File: src/rtl/data_mem_ctrl.sv
// data_mem_ctrl
//   Data-memory responder for the register file's load/store port. Stores are
//   posted into a small in-order store buffer and drained one per cycle into a
//   single-port 2^AW x 8 array whenever the array is not being read. Loads are
//   ordered behind every store that was buffered when they were accepted.
//
//   Optional feature: define DATA_MEM_BYPASS_EN to let an idle-state load that
//   hits a buffered address return the youngest matching store data on the
//   acceptance edge, without an array read.
//
// Ports
//   clk         clock, all state on posedge
//   rst_n       asynchronous active-low reset
//   stor_req    store request (addr, stor_data)
//   load_req    load request (addr); a simultaneous store wins
//   addr        shared request address
//   stor_data   store data
//   stor_ready  buffer has a free entry
//   load_ready  controller idle, a load can be accepted
//   load_data   load result, held between responses
//   load_valid  one-cycle pulse marking a load response
//   sb_count    occupied store-buffer entries
//
// state   | meaning
// S_IDLE  | no load in flight; buffer drains freely
// S_DRAIN | draining the stores older than the pending load
// S_RD    | array read in progress, no draining

module data_mem_ctrl #(
  parameter int AW       = 8,
  parameter int SB_DEPTH = 4,
  parameter int READ_LAT = 2
) (
  input  logic                            clk,
  input  logic                            rst_n,
  input  logic                            stor_req,
  input  logic                            load_req,
  input  logic [AW-1:0]                   addr,
  input  logic [7:0]                      stor_data,
  output logic                            stor_ready,
  output logic                            load_ready,
  output logic [7:0]                      load_data,
  output logic                            load_valid,
  output logic [$clog2(SB_DEPTH+1)-1:0]   sb_count
);

  localparam int CW = $clog2(SB_DEPTH + 1);
  localparam int PW = $clog2(SB_DEPTH);
  localparam int RW = $clog2(READ_LAT + 1);

  typedef enum logic [1:0] {S_IDLE, S_DRAIN, S_RD} state_t;

  state_t        state;
  state_t        state_nxt;

  // Entry 0 is always the oldest buffered store.
  logic [AW-1:0] sb_addr [SB_DEPTH];
  logic [7:0]    sb_data [SB_DEPTH];
  logic [7:0]    mem     [2**AW];

  logic [CW-1:0] drain_left;
  logic [RW-1:0] rd_cnt;
  logic [AW-1:0] addr_q;

  logic          enq;
  logic          drain;
  logic          load_acc;
  logic          byp_hit;
  logic [PW-1:0] wr_idx;

  assign enq      = stor_req && stor_ready;
  assign load_acc = load_req && load_ready && !stor_req;
  assign drain    = ((state == S_IDLE) || (state == S_DRAIN)) && (sb_count != '0);
  // On a drain edge the queue shifts down, so the tail slot moves down by one.
  assign wr_idx   = drain ? PW'(sb_count - CW'(1)) : PW'(sb_count);

`ifdef DATA_MEM_BYPASS_EN
  logic [7:0] byp_data;

  // Scan oldest to youngest so the youngest matching entry wins.
  always_comb begin
    byp_hit  = 1'b0;
    byp_data = '0;
    for (int i = 0; i < SB_DEPTH; i++) begin
      if ((CW'(i) < sb_count) && (sb_addr[i] == addr)) begin
        byp_hit  = 1'b1;
        byp_data = sb_data[i];
      end
    end
  end
`else
  assign byp_hit = 1'b0;
`endif

  // Store buffer
  always_ff @(posedge clk or negedge rst_n) begin
    if (!rst_n) begin
      sb_count <= '0;
      for (int i = 0; i < SB_DEPTH; i++) begin
        sb_addr[i] <= '0;
        sb_data[i] <= '0;
      end
    end else begin
      if (drain) begin
        for (int i = 0; i < SB_DEPTH - 1; i++) begin
          sb_addr[i] <= sb_addr[i+1];
          sb_data[i] <= sb_data[i+1];
        end
      end
      if (enq) begin
        sb_addr[wr_idx] <= addr;
        sb_data[wr_idx] <= stor_data;
      end
      if (enq && !drain) begin
        sb_count <= sb_count + CW'(1);
      end else if (!enq && drain) begin
        sb_count <= sb_count - CW'(1);
      end
    end
  end

  // Array contents are deliberately not reset.
  always_ff @(posedge clk) begin
    if (drain) begin
      mem[sb_addr[0]] <= sb_data[0];
    end
  end

  // FSM: state register
  always_ff @(posedge clk or negedge rst_n) begin
    if (!rst_n) begin
      state <= S_IDLE;
    end else begin
      state <= state_nxt;
    end
  end

  // FSM: next state
  always_comb begin
    state_nxt = state;
    case (state)
      S_IDLE: begin
        // With zero or one older store, that store drains on the accept edge.
        if (load_acc && !byp_hit) begin
          state_nxt = (sb_count > CW'(1)) ? S_DRAIN : S_RD;
        end
      end
      S_DRAIN: begin
        if (drain_left == CW'(1)) begin
          state_nxt = S_RD;
        end
      end
      S_RD: begin
        if (rd_cnt == RW'(1)) begin
          state_nxt = S_IDLE;
        end
      end
      default: state_nxt = S_IDLE;
    endcase
  end

  // FSM: outputs
  always_comb begin
    stor_ready = (sb_count < CW'(SB_DEPTH));
    load_ready = (state == S_IDLE);
  end

  // Load datapath
  always_ff @(posedge clk or negedge rst_n) begin
    if (!rst_n) begin
      drain_left <= '0;
      rd_cnt     <= '0;
      addr_q     <= '0;
      load_data  <= 8'h00;
      load_valid <= 1'b0;
    end else begin
      load_valid <= 1'b0;
      case (state)
        S_IDLE: begin
          if (load_acc) begin
            addr_q <= addr;
            rd_cnt <= RW'(READ_LAT);
            if (sb_count > CW'(1)) begin
              drain_left <= sb_count - CW'(1);
            end
`ifdef DATA_MEM_BYPASS_EN
            if (byp_hit) begin
              load_data  <= byp_data;
              load_valid <= 1'b1;
            end
`endif
          end
        end
        S_DRAIN: begin
          drain_left <= drain_left - CW'(1);
        end
        S_RD: begin
          rd_cnt <= rd_cnt - RW'(1);
          if (rd_cnt == RW'(1)) begin
            load_data  <= mem[addr_q];
            load_valid <= 1'b1;
          end
        end
        default: ;
      endcase
    end
  end

endmodule

File: config.mk
export PLATFORM = sky130hd
export DESIGN_NAME = data_mem_ctrl
export DESIGN_NICKNAME = d
export VERILOG_FILES = /design/src/rtl/data_mem_ctrl.sv
export SDC_FILE = /design/constraint.sdc
export NUM_CORES = 2
export LEC_CHECK = 0
export ABC_AREA = 0
export CORE_MARGIN = 3
export CORE_UTILIZATION = 35
export DETAILED_ROUTE_END_ITERATION = 10
export SYNTH_ARGS = -nofsm -noshare
export SYNTH_HDL_FRONTEND = slang
export SYNTH_SLANG_ARGS = --single-unit
export TNS_END_PERCENT = 10
File: constraint.sdc
create_clock -name clk -period 5.62 [get_ports clk]
set_input_delay 0.843 -clock clk [delete_from_list [all_inputs] [get_ports clk]]
set_output_delay 0.843 -clock clk [all_outputs]
set_load 0.03 [all_outputs]
==> impl_metrics.csv <==
group,metric,value,unit
run_status,status,"complete, no violations",
floorplan,die_x,496.2,um
cts,hold_buffers,0,
sta,max_freq,0.2255,GHz
worst_setup_path,crit_chain,"nor2b_1, nand2_1, inv_1, nand2b_1, a2111oi_0, o211ai_1, nand3_1",
sta,setup_viol,0,
sta,worst_slack,1.186,ns
worst_setup_path,crit_arrival,5.23,ns
worst_setup_path,crit_path_max_fanout,11,
cts,cts.clk_slew.worst_paths,0.06,ns
worst_setup_path,criticalPathCategory,"reg2reg",
synth,synthCells,4159,
pwr,power_density,527.3,nW/um^2
drt,viasPerCell,5.514,
global_routing,grt_max_degree,221,
global_routing,grt_pass1_wl,311800,um
synth,postSynthAreaPerCell,20.22,um^2
drt,drt_iter0_drc,4866,
global_routing,track_usage,0.1745,
hold_path,hold_class,"in2async",
drt,drc,0,
floorplan,initial_utilization,0.3526,
placed_design,place.gp.congestion,0.8221,
drt,drt-pass1-iter-count,5,
placed_design,place_ws,1.127,ns
synth,ys_ff_latch,2139,
cts,clkLatencyLatePin,0.88,ns
sta,slew_headroom,0.1402,
floorplan,die_area,246200,um^2
synth,synth_edf_count,2048,
cells_and_area,fin_nets,4276,
sta,hold-worst-slack,0.06846,ns
cells_and_area,drive_above_1_share,0.1944,
synth,synth.distinct_cells,75,
cts,cts_resized,0,
floorplan,die-height,496.2,um
sta,finClkSkew,0.05412,ns
cts,cts_root_buf,"clkbuf_16",
sta,rsz0062_at_grt,"false",
drt,wl_per_cell,28.53,um
sta,period_minus_slack,4.434,ns
cells_and_area,syn_to_final_growth,12.30,%
worst_setup_path,reg2reg_depth,7,
synth,yosysWarnings,0,
worst_setup_path,critPathRequiredTime,6.41,ns
worst_setup_path,slowest_stage,"a2111oi_0",
synth,synth_nets,4186,
synth,ys.flop_type,"edfxtp_1",
cts,cts_buffers,212,
worst_setup_path,slowest_delay,1.08,ns
placed_design,hpwlAfterDp,129000,um
placed_design,portBuffers,33,
worst_setup_path,cp-start-kind,"flip-flop",
placed_design,dpl_cell_area,87740,um^2
synth,async_flop_share,0.04254,
global_routing,grt_antenna_before_repair,4,
cts,cts_tree,"done",
cts,postCtsSetupRepairBufs,0,
drt,vias,41880,
sta,finalHoldViolations,0,
global_routing,grt_pass1_vias,41950,
cts,cts_buffer_depth,3,
floorplan,io_pins,34,
cells_and_area,n_fill_cell,21050,
floorplan,row_count,179,
cells_and_area,final_area,94440,um^2
sta,tightest_slew,1.290,ns
cts,cts_sinks,2139,
global_routing,grt_overflow,0,
floorplan,design.core.area,238500,um^2
job,cap_violations,0,
pwr,power.leakage,0.02957,uW
synth,ys_seq_area_frac,0.7584,
sta,slew_viol_final,0,
pwr,ir_drop,0.4766,mV
sta,period_share,0.7890,
sta,tns,0,ns
cells_and_area,final_util,0.3959,
synth,syn_area,84090,um^2
drt,wirelength,216700,um
worst_setup_path,worst_setup_path_end_kind,"flip-flop",
drt,ant_nets,0,
cts,htreeDepth,4,
[through the flow]
step,total power (uW),instances
6_report,49800,7596
5_1_grt,51500,7591
4_1_cts,50080,7590
3_5_place_dp,36530,7202
3_3_place_gp,36320,7202
2_1_floorplan,31240,4159
[worst max-delay path: cells and delay by family (launching register included)]
family / cells / cell delay [ns]
AOI/OAI and AO/OA: 2 / 1.58
buffers and inverters: 1 / 0.56
and+or+nand+nor: 4 / 1.67
DFF: 1 / 0.52
[worst paths after layout]
path,from,to,slack (ns)
min,rst_n,drain_left[2]$_DFFE_PN0P_,0.07
max in group asynchronous,rst_n,sb_data[24]$_DFF_PN0_,4.45
min in group clk,rd_cnt[0]$_DFFE_PN0P_,rd_cnt[0]$_DFFE_PN0P_,0.49
min reg2reg,rd_cnt[0]$_DFFE_PN0P_,rd_cnt[0]$_DFFE_PN0P_,0.49
max reg2reg,state[1]$_DFFE_PN0P_,load_data[6]$_DFFE_PN0P_,1.19
max,state[1]$_DFFE_PN0P_,load_data[6]$_DFFE_PN0P_,1.19
[power breakdown]
group / total, uW / internal (uW) / leakage, uW / switching, uW
registers: 21600 / 20300 / 0.0196 / 1290
logic: 14500 / 5150 / 0.00669 / 9390
clock network: 13600 / 7550 / 0.00324 / 6100
total: 49800 / 33000 / 0.0296 / 16800
[sequential cells by signal, indices dropped and copies added, names as in the netlist, named ones only]
| register | flops |
|---|---|
| addr_q | 8 |
| drain_left | 3 |
| load_data | 8 |
| load_valid | 1 |
| mem | 2048 |
| rd_cnt | 2 |
| sb_addr | 24 |
| sb_count | 3 |
| sb_data | 24 |
| state | 2 |
[routing by layer]
| metal | track usage | part of all wire |
|---|---|---|
| met1 | 0.2422 | 0.42 |
| met2 | 0.2786 | 0.48 |
| met3 | 0.03215 | 0.070 |
| met4 | 0.05763 | 0.032 |
| met5 | 0 | 0 |
[cells in the final DEF (no fill, tap or decap), drive strengths merged, types with 5 or more instances in the layout]
cell and instances:
clkdlybuf4s50 32, a211oi 26, mux2 30, nand2 139, clkbuf 279, ha 7
edfxtp 2048, mux2i 228, a22o 12, nand3 59, buf 100, diode 6
nand2b 11, o2111ai 5, a2111oi 6, and3 7, nor3 29, a31oi 15
nand4 9, a22oi 88, clkinv 85, o211ai 8, o221ai 51, a32oi 5
or2 9, nor2 292, clkinvlp 7, mux4 438, nor2b 17, a221oi 12
inv 22, o21ai 79, a21oi 50, o22ai 50, and2 11, bufinv 9
dfrtp 91
[synthesized netlist by cell type, drive strengths merged, types with 50 or more instances]
library cell	count	area share
o22ai	50	0.0037
mux2i	228	0.027
a21oi	50	0.0030
mux4	438	0.12
buf	149	0.015
a22oi	88	0.0079
clkbuf	107	0.0059
o221ai	51	0.0053
nand3	59	0.0035
o21ai	79	0.0047
edfxtp	2048	0.73
nor2	292	0.013
nand2	139	0.0062
dfrtp	91	0.027
[area by class of cell]
class / count / area, um^2 / area share
inverters: 14 / 55.05 / 0.0005830
flip-flops and latches: 2139 / 63820 / 0.6758
clock inverters: 109 / 1022 / 0.01082
multi-input cells: 1750 / 18530 / 0.1962
repair buffers: 132 / 1371 / 0.01452
clock buffers: 279 / 5658 / 0.05991
diodes: 6 / 15.01 / 0.0001590
well taps: 3167 / 3963 / 0.04196
[logic make-up after synthesis]
logic type | Yosys count | share of synthesized area
AOI/OAI and AO/OA | 443 | 0.03681
xor gates and xnor gates | 4 | 0.0004167
adders and majority gates | 7 | 0.001041
buffers and inverters | 270 | 0.02202
DFF | 2139 | 0.7584
muxes | 696 | 0.1505
and+or+nand+nor | 600 | 0.03086
(Power assumes the default switching activity.)
